## config.mk

```make
export PLATFORM = sky130hd
export DESIGN_NAME = fifo_hs
export DESIGN_NICKNAME = d
export VERILOG_FILES = /design/src/rtl/fifo_pkg.sv /design/src/rtl/fifo_ptr.sv /design/src/rtl/fifo_hs.sv
export SDC_FILE = /design/constraint.sdc
export NUM_CORES = 1
export LEC_CHECK = 0
export ABC_AREA = 1
export BUFFER_PORTS_ARGS = -buffer_cell sky130_fd_sc_hd__buf_2
export CORE_UTILIZATION = 52
export CTS_BUF_LIST = sky130_fd_sc_hd__clkbuf_4
export CTS_CLUSTER_DIAMETER = 120
export DETAILED_ROUTE_END_ITERATION = 12
export GPL_TIMING_DRIVEN = 0
export PLACE_DENSITY_LB_ADDON = 0.15
export RECOVER_POWER = 100
export SYNTH_ARGS = -nofsm -noshare
export SYNTH_HDL_FRONTEND = slang
export SYNTH_SLANG_ARGS = --single-unit
```

## constraint.sdc

```tcl
create_clock -name clk -period 1.85 [get_ports clk]
set_input_delay 0.185 -clock clk [delete_from_list [all_inputs] [get_ports clk]]
set_output_delay 0.185 -clock clk [all_outputs]
set_load 0.1 [all_outputs]
```

## src/rtl/fifo_pkg.sv

```systemverilog
// fifo_pkg: shared helpers and types for the fifo_hs buffering block.
//   ptr_w(depth) - index width for a DEPTH-entry array, never below 1 bit
//   cnt_w(depth) - width able to hold the occupancy range 0..depth
//   fire_t       - the {push, pop} handshake fire pair for one cycle
package fifo_pkg;

    function automatic int ptr_w(input int depth);
        int w;
        w = $clog2(depth);
        return (w < 1) ? 1 : w;
    endfunction

    function automatic int cnt_w(input int depth);
        return $clog2(depth + 1);
    endfunction

    typedef struct packed {
        logic push;
        logic pop;
    } fire_t;

endpackage

```

## src/rtl/fifo_ptr.sv

```systemverilog
// fifo_ptr: index counter that steps through 0..DEPTH-1 and wraps back to 0.
// DEPTH does not need to be a power of two.
// Ports:
//   clk   in   rising-edge clock
//   reset in   synchronous active-high reset, forces idx to 0
//   clr   in   synchronous clear, forces idx to 0
//   inc   in   advance the index by one (with wrap) at the edge
//   idx   out  current index
module fifo_ptr
    import fifo_pkg::*;
#(
    parameter int DEPTH = 4
) (
    input  logic                     clk,
    input  logic                     reset,
    input  logic                     clr,
    input  logic                     inc,
    output logic [ptr_w(DEPTH)-1:0]  idx
);

    localparam int             PW   = ptr_w(DEPTH);
    localparam logic [PW-1:0]  LAST = PW'(DEPTH - 1);

    always_ff @(posedge clk) begin
        // NOTE: state registers use non-blocking assignment so every flop
        // samples pre-edge values regardless of process ordering.
        if (reset || clr) begin
            idx <= '0;
        end else if (inc) begin
            idx <= (idx == LAST) ? '0 : idx + PW'(1);
        end
    end

endmodule

```

## src/rtl/fifo_hs.sv

```systemverilog
// fifo_hs: synchronous FIFO with valid/ready handshakes on both sides and a
// first-word-fall-through read port (head data visible while pop_valid_o=1).
// Supports any DEPTH >= 2, an occupancy count and programmable
// almost-full / almost-empty thresholds.
//
// Optional build macro FIFO_FLUSH_EN adds flush_i, a synchronous clear that
// empties the FIFO like reset and overrides any push/pop in that cycle.
//
// Ports:
//   clk            in   rising-edge clock
//   reset          in   synchronous active-high reset
//   flush_i        in   synchronous clear (only with FIFO_FLUSH_EN)
//   push_valid_i   in   upstream has data
//   push_data_i    in   write payload
//   push_ready_o   out  FIFO can accept (not full)
//   pop_valid_o    out  head entry valid (not empty)
//   pop_data_o     out  head entry payload
//   pop_ready_i    in   downstream accepts head
//   count_o        out  current occupancy
//   full_o         out  count == DEPTH
//   empty_o        out  count == 0
//   almost_full_o  out  count >= AFULL_TH
//   almost_empty_o out  count <= AEMPTY_TH
module fifo_hs
    import fifo_pkg::*;
#(
    parameter int DEPTH     = 4,
    parameter int DATA_W    = 8,
    parameter int AFULL_TH  = DEPTH - 1,
    parameter int AEMPTY_TH = 1
) (
    input  logic                     clk,
    input  logic                     reset,
`ifdef FIFO_FLUSH_EN
    input  logic                     flush_i,
`endif
    input  logic                     push_valid_i,
    input  logic [DATA_W-1:0]        push_data_i,
    output logic                     push_ready_o,
    output logic                     pop_valid_o,
    output logic [DATA_W-1:0]        pop_data_o,
    input  logic                     pop_ready_i,
    output logic [cnt_w(DEPTH)-1:0]  count_o,
    output logic                     full_o,
    output logic                     empty_o,
    output logic                     almost_full_o,
    output logic                     almost_empty_o
);

    localparam int             PW       = ptr_w(DEPTH);
    localparam int             CW       = cnt_w(DEPTH);
    localparam logic [CW-1:0]  FULL_C   = CW'(DEPTH);
    localparam logic [CW-1:0]  AFULL_C  = CW'(AFULL_TH);
    localparam logic [CW-1:0]  AEMPTY_C = CW'(AEMPTY_TH);

    logic [DATA_W-1:0] mem [DEPTH];
    logic [PW-1:0]     rd_idx;
    logic [PW-1:0]     wr_idx;
    logic [CW-1:0]     count;
    logic [CW-1:0]     count_next;
    logic              clr;
    fire_t             fire;

`ifdef FIFO_FLUSH_EN
    assign clr = flush_i;
`else
    assign clr = 1'b0;
`endif

    // Every flag comes straight from the count register, so ready/valid
    // never depend combinationally on the other side's handshake.
    assign full_o         = (count == FULL_C);
    assign empty_o        = (count == '0);
    assign almost_full_o  = (count >= AFULL_C);
    assign almost_empty_o = (count <= AEMPTY_C);
    assign push_ready_o   = !full_o;
    assign pop_valid_o    = !empty_o;
    assign count_o        = count;

    assign fire.push = push_valid_i && push_ready_o;
    assign fire.pop  = pop_valid_o && pop_ready_i;

    // First-word-fall-through: head entry is read combinationally.
    assign pop_data_o = mem[rd_idx];

    fifo_ptr #(.DEPTH(DEPTH)) u_wr_ptr (
        .clk   (clk),
        .reset (reset),
        .clr   (clr),
        .inc   (fire.push),
        .idx   (wr_idx)
    );

    fifo_ptr #(.DEPTH(DEPTH)) u_rd_ptr (
        .clk   (clk),
        .reset (reset),
        .clr   (clr),
        .inc   (fire.pop),
        .idx   (rd_idx)
    );

    always_comb begin
        // NOTE: defaulting count_next before the case keeps every path
        // assigned, so no latch is inferred.
        count_next = count;
        case ({fire.push, fire.pop})
            2'b10:   count_next = count + CW'(1);
            2'b01:   count_next = count - CW'(1);
            default: count_next = count;
        endcase
    end

    always_ff @(posedge clk) begin
        if (reset || clr) begin
            count <= '0;
        end else begin
            count <= count_next;
        end
    end

    // NOTE: the storage array is deliberately not reset; entries are only
    // observable through rd_idx/count, which are, and this keeps it a plain RAM.
    always_ff @(posedge clk) begin
        if (fire.push && !reset && !clr) begin
            mem[wr_idx] <= push_data_i;
        end
    end

endmodule

```

==> qor.txt <==
Post-Syn Area per Cell: 10.3 sq um
die footprint: 3780 sq um
gr ovfl total: 0
Total GRT Usage: 19.8%
Placed Cells: 252
Tcrit/Tclk final: 96.3%
antenna cells: 0
Main synth FF type: edfxtp_1
Layout Cells excl Fill: 260
I/O pin cnt: 29
first-pass GRT wire length: 5.09 mm
Mapped Cells: 178
reported max-cap violation count: 0
Warnings, synthesis: 0
Die Span Y: 61.5 microns
Area Growth Syn to Fin: 25.7%
DR pass1 iterations: 4
Longest Clk Path Bufs: 2
share of layout cells above drive strength 1: 24.8%
sequential area share after synthesis: 62.1%
Post-synth top cells: inv_1, nand2_1, edfxtp_1
final core occ: 68.7%
CP max-delay cell: buf_2
Hold Fails Final Rpt: 0
critical path fanouts, max: 8
global placer's final weighted congestion: 0.728
Yosys top cell area share: 52.3%
PortBufs: 28
initial drt markers: 22
Post-DP HPWL: 2.38 mm
worst hold path class: input port to flop
Initial Util: 54.7%
Post-Route WL: 3.39 mm
clk sinks: 41
worst slew pin tran: 0.540 ns
Synth area leader: edfxtp_1
CTS Root Cell: clkbuf_4
Nets: 236
top post-synthesis cells by area: edfxtp_1, dfxtp_1, ha_1, inv_1, nand2_1
min Tclk post-route: 1.78 ns
total core area: 3360 sq um
largest net degree at the start of global routing: 14
post-synthesis async set-or-reset flop share: 0%
setup bufs post-CTS: 0
Slew Limit Fails: 0
H-tree lvl count: 2
count of different cell masters after synthesis: 18
vias in the first global route: 1184
relative slew slack: 64.2%
#FFs+latches synth: 41
# DRC: 0
Rows: 21
Syn Nets: 201
antenna violations before repair: 0
setup_tns: 0 ns
fillcell total: 276
Post-CTS Hold Buffers: 0
Die Width: 61.5 microns
crit path kind: flop to primary output
most common cell in the synthesized netlist: inv_1
Fmax: 0.561 GHz
cells along the critical path: inv_2 -> ha_1 -> nor2_1 -> o21ai_2 -> buf_2
clk slew on worst S/H paths: 0.11 ns
Critical Path RT: 1.66 ns
clock skew: 0.00483 ns
buffers plus inverters on the worst setup path: 2
drt wl/cell: 13.0 microns
CTS tree: done
final setup fails: 0
number of buffers created by CTS: 5
ANT nets after route: 0
via count: 1310
vias per cell: 5.04
worst hold slack: 0.0694 ns
crit start category: flop
CP endpoint kind: primary output
status: complete, no violations
critical path's largest stage delay: 0.43 ns
mapped cell area: 1840 sq um
EDFF count, synth: 32
Skew-Pair Late Insertion Delay: 0.34 ns
Crit path max-delay family: buffers and inverters
WP data arrival: 1.60 ns
==> layout by cell type, fill, tap and decap left out, types with 3 or more instances in the layout <==
cell type and instances:
a21oi_1 12, buf_2 6, buf_6 5, clkbuf_1 8
clkbuf_2 8, clkbuf_4 7, dfxtp_1 6, dfxtp_4 3
edfxtp_1 32, ha_1 10, inv_1 31, inv_2 3
nand2_1 30, nor2_1 11, nor2_4 4, o211ai_1 8
o21ai_0 10
==> worst reg2reg max path, stage by stage, from the launching register on <==
cell and delay (ns):
dfxtp_4 0.40, inv_2 0.07, ha_4 0.22, a21oi_4 0.23, inv_1 0.07, ha_1 0.33, inv_1 0.11, o21ai_0 0.08
a21oi_1 0.13
==> sequential cells by signal, summed over array words and instances (netlist names), named ones only <==
| signal | cells |
|---|---|
| count_o | 3 |
| mem | 32 |
| u_rd_ptr.idx | 2 |
| u_wr_ptr.idx | 2 |
==> path summary, 6_finish.rpt <==
kind	start	end	slack [ns]	cells after the start
worst max-delay path	count_o[2]$_SDFFE_PP0P_	almost_full_o	0.07	5
worst min-delay path	reset	count_o[1]$_SDFFE_PP0P_	0.07	4
worst max register to register	count_o[0]$_SDFFE_PP0P_	count_o[0]$_SDFFE_PP0P_	0.14	8
worst min register to register	count_o[0]$_SDFFE_PP0P_	count_o[0]$_SDFFE_PP0P_	0.49	1
==> logic make-up after synthesis <==
logic type               count (synthesis)  synth area share, %
AND/OR/NAND/NOR                         51                 10.7
flip-flops                              41                 62.1
XOR/XNOR                                 1                0.477
AO/OA/AOI/OAI                           33                 10.6
adder cells (fa/ha/maj)                 11                 7.49
buffers and inverters                   41                 8.64
==> stage by stage <==
step | area (sq um) | setup slack [ns]
after global routing | 2310 | -0.0382
final | 2310 | 0.0685
after detailed placement | 2140 | 0.111
after floorplan | 1950 | 0.0191
after CTS | 2280 | 0.00608
after global placement | 2140 | 0.168
==> metal layers <==
metal / track usage, % / wire [microns] / vias up / share of wire, %
li1: - / - / 648 / -
met5: 0 / 0 / - / 0
met4: 7.62 / 25 / 0 / 0.74
met2: 34.8 / 1860 / 30 / 55
met1: 22.6 / 1340 / 630 / 40
met3: 6.30 / 159 / 2 / 4.7
==> area by class of cell <==
type | count | area (sq um) | share of cell area (%)
tap | 46 | 57.6 | 2.49
inverter | 36 | 143 | 6.17
clock inverter | 3 | 65.1 | 2.82
sequential | 41 | 1150 | 49.9
timing repair buffer | 28 | 199 | 8.61
multi-input combinational | 96 | 629 | 27.2
clock buffer | 5 | 37.5 | 1.62
buffer | 5 | 27.5 | 1.19
==> repair_timing <==
action / in CTS / in global routing
endpoints found under the setup margin: 9 / 12
resized for setup: 13 / 12
pin swaps: 0 / 1
endpoints found under the hold margin: 0 / 0
Power is not shown: default switching activity piles up to over one toggle a cycle in this logic, so the estimate is an artifact.
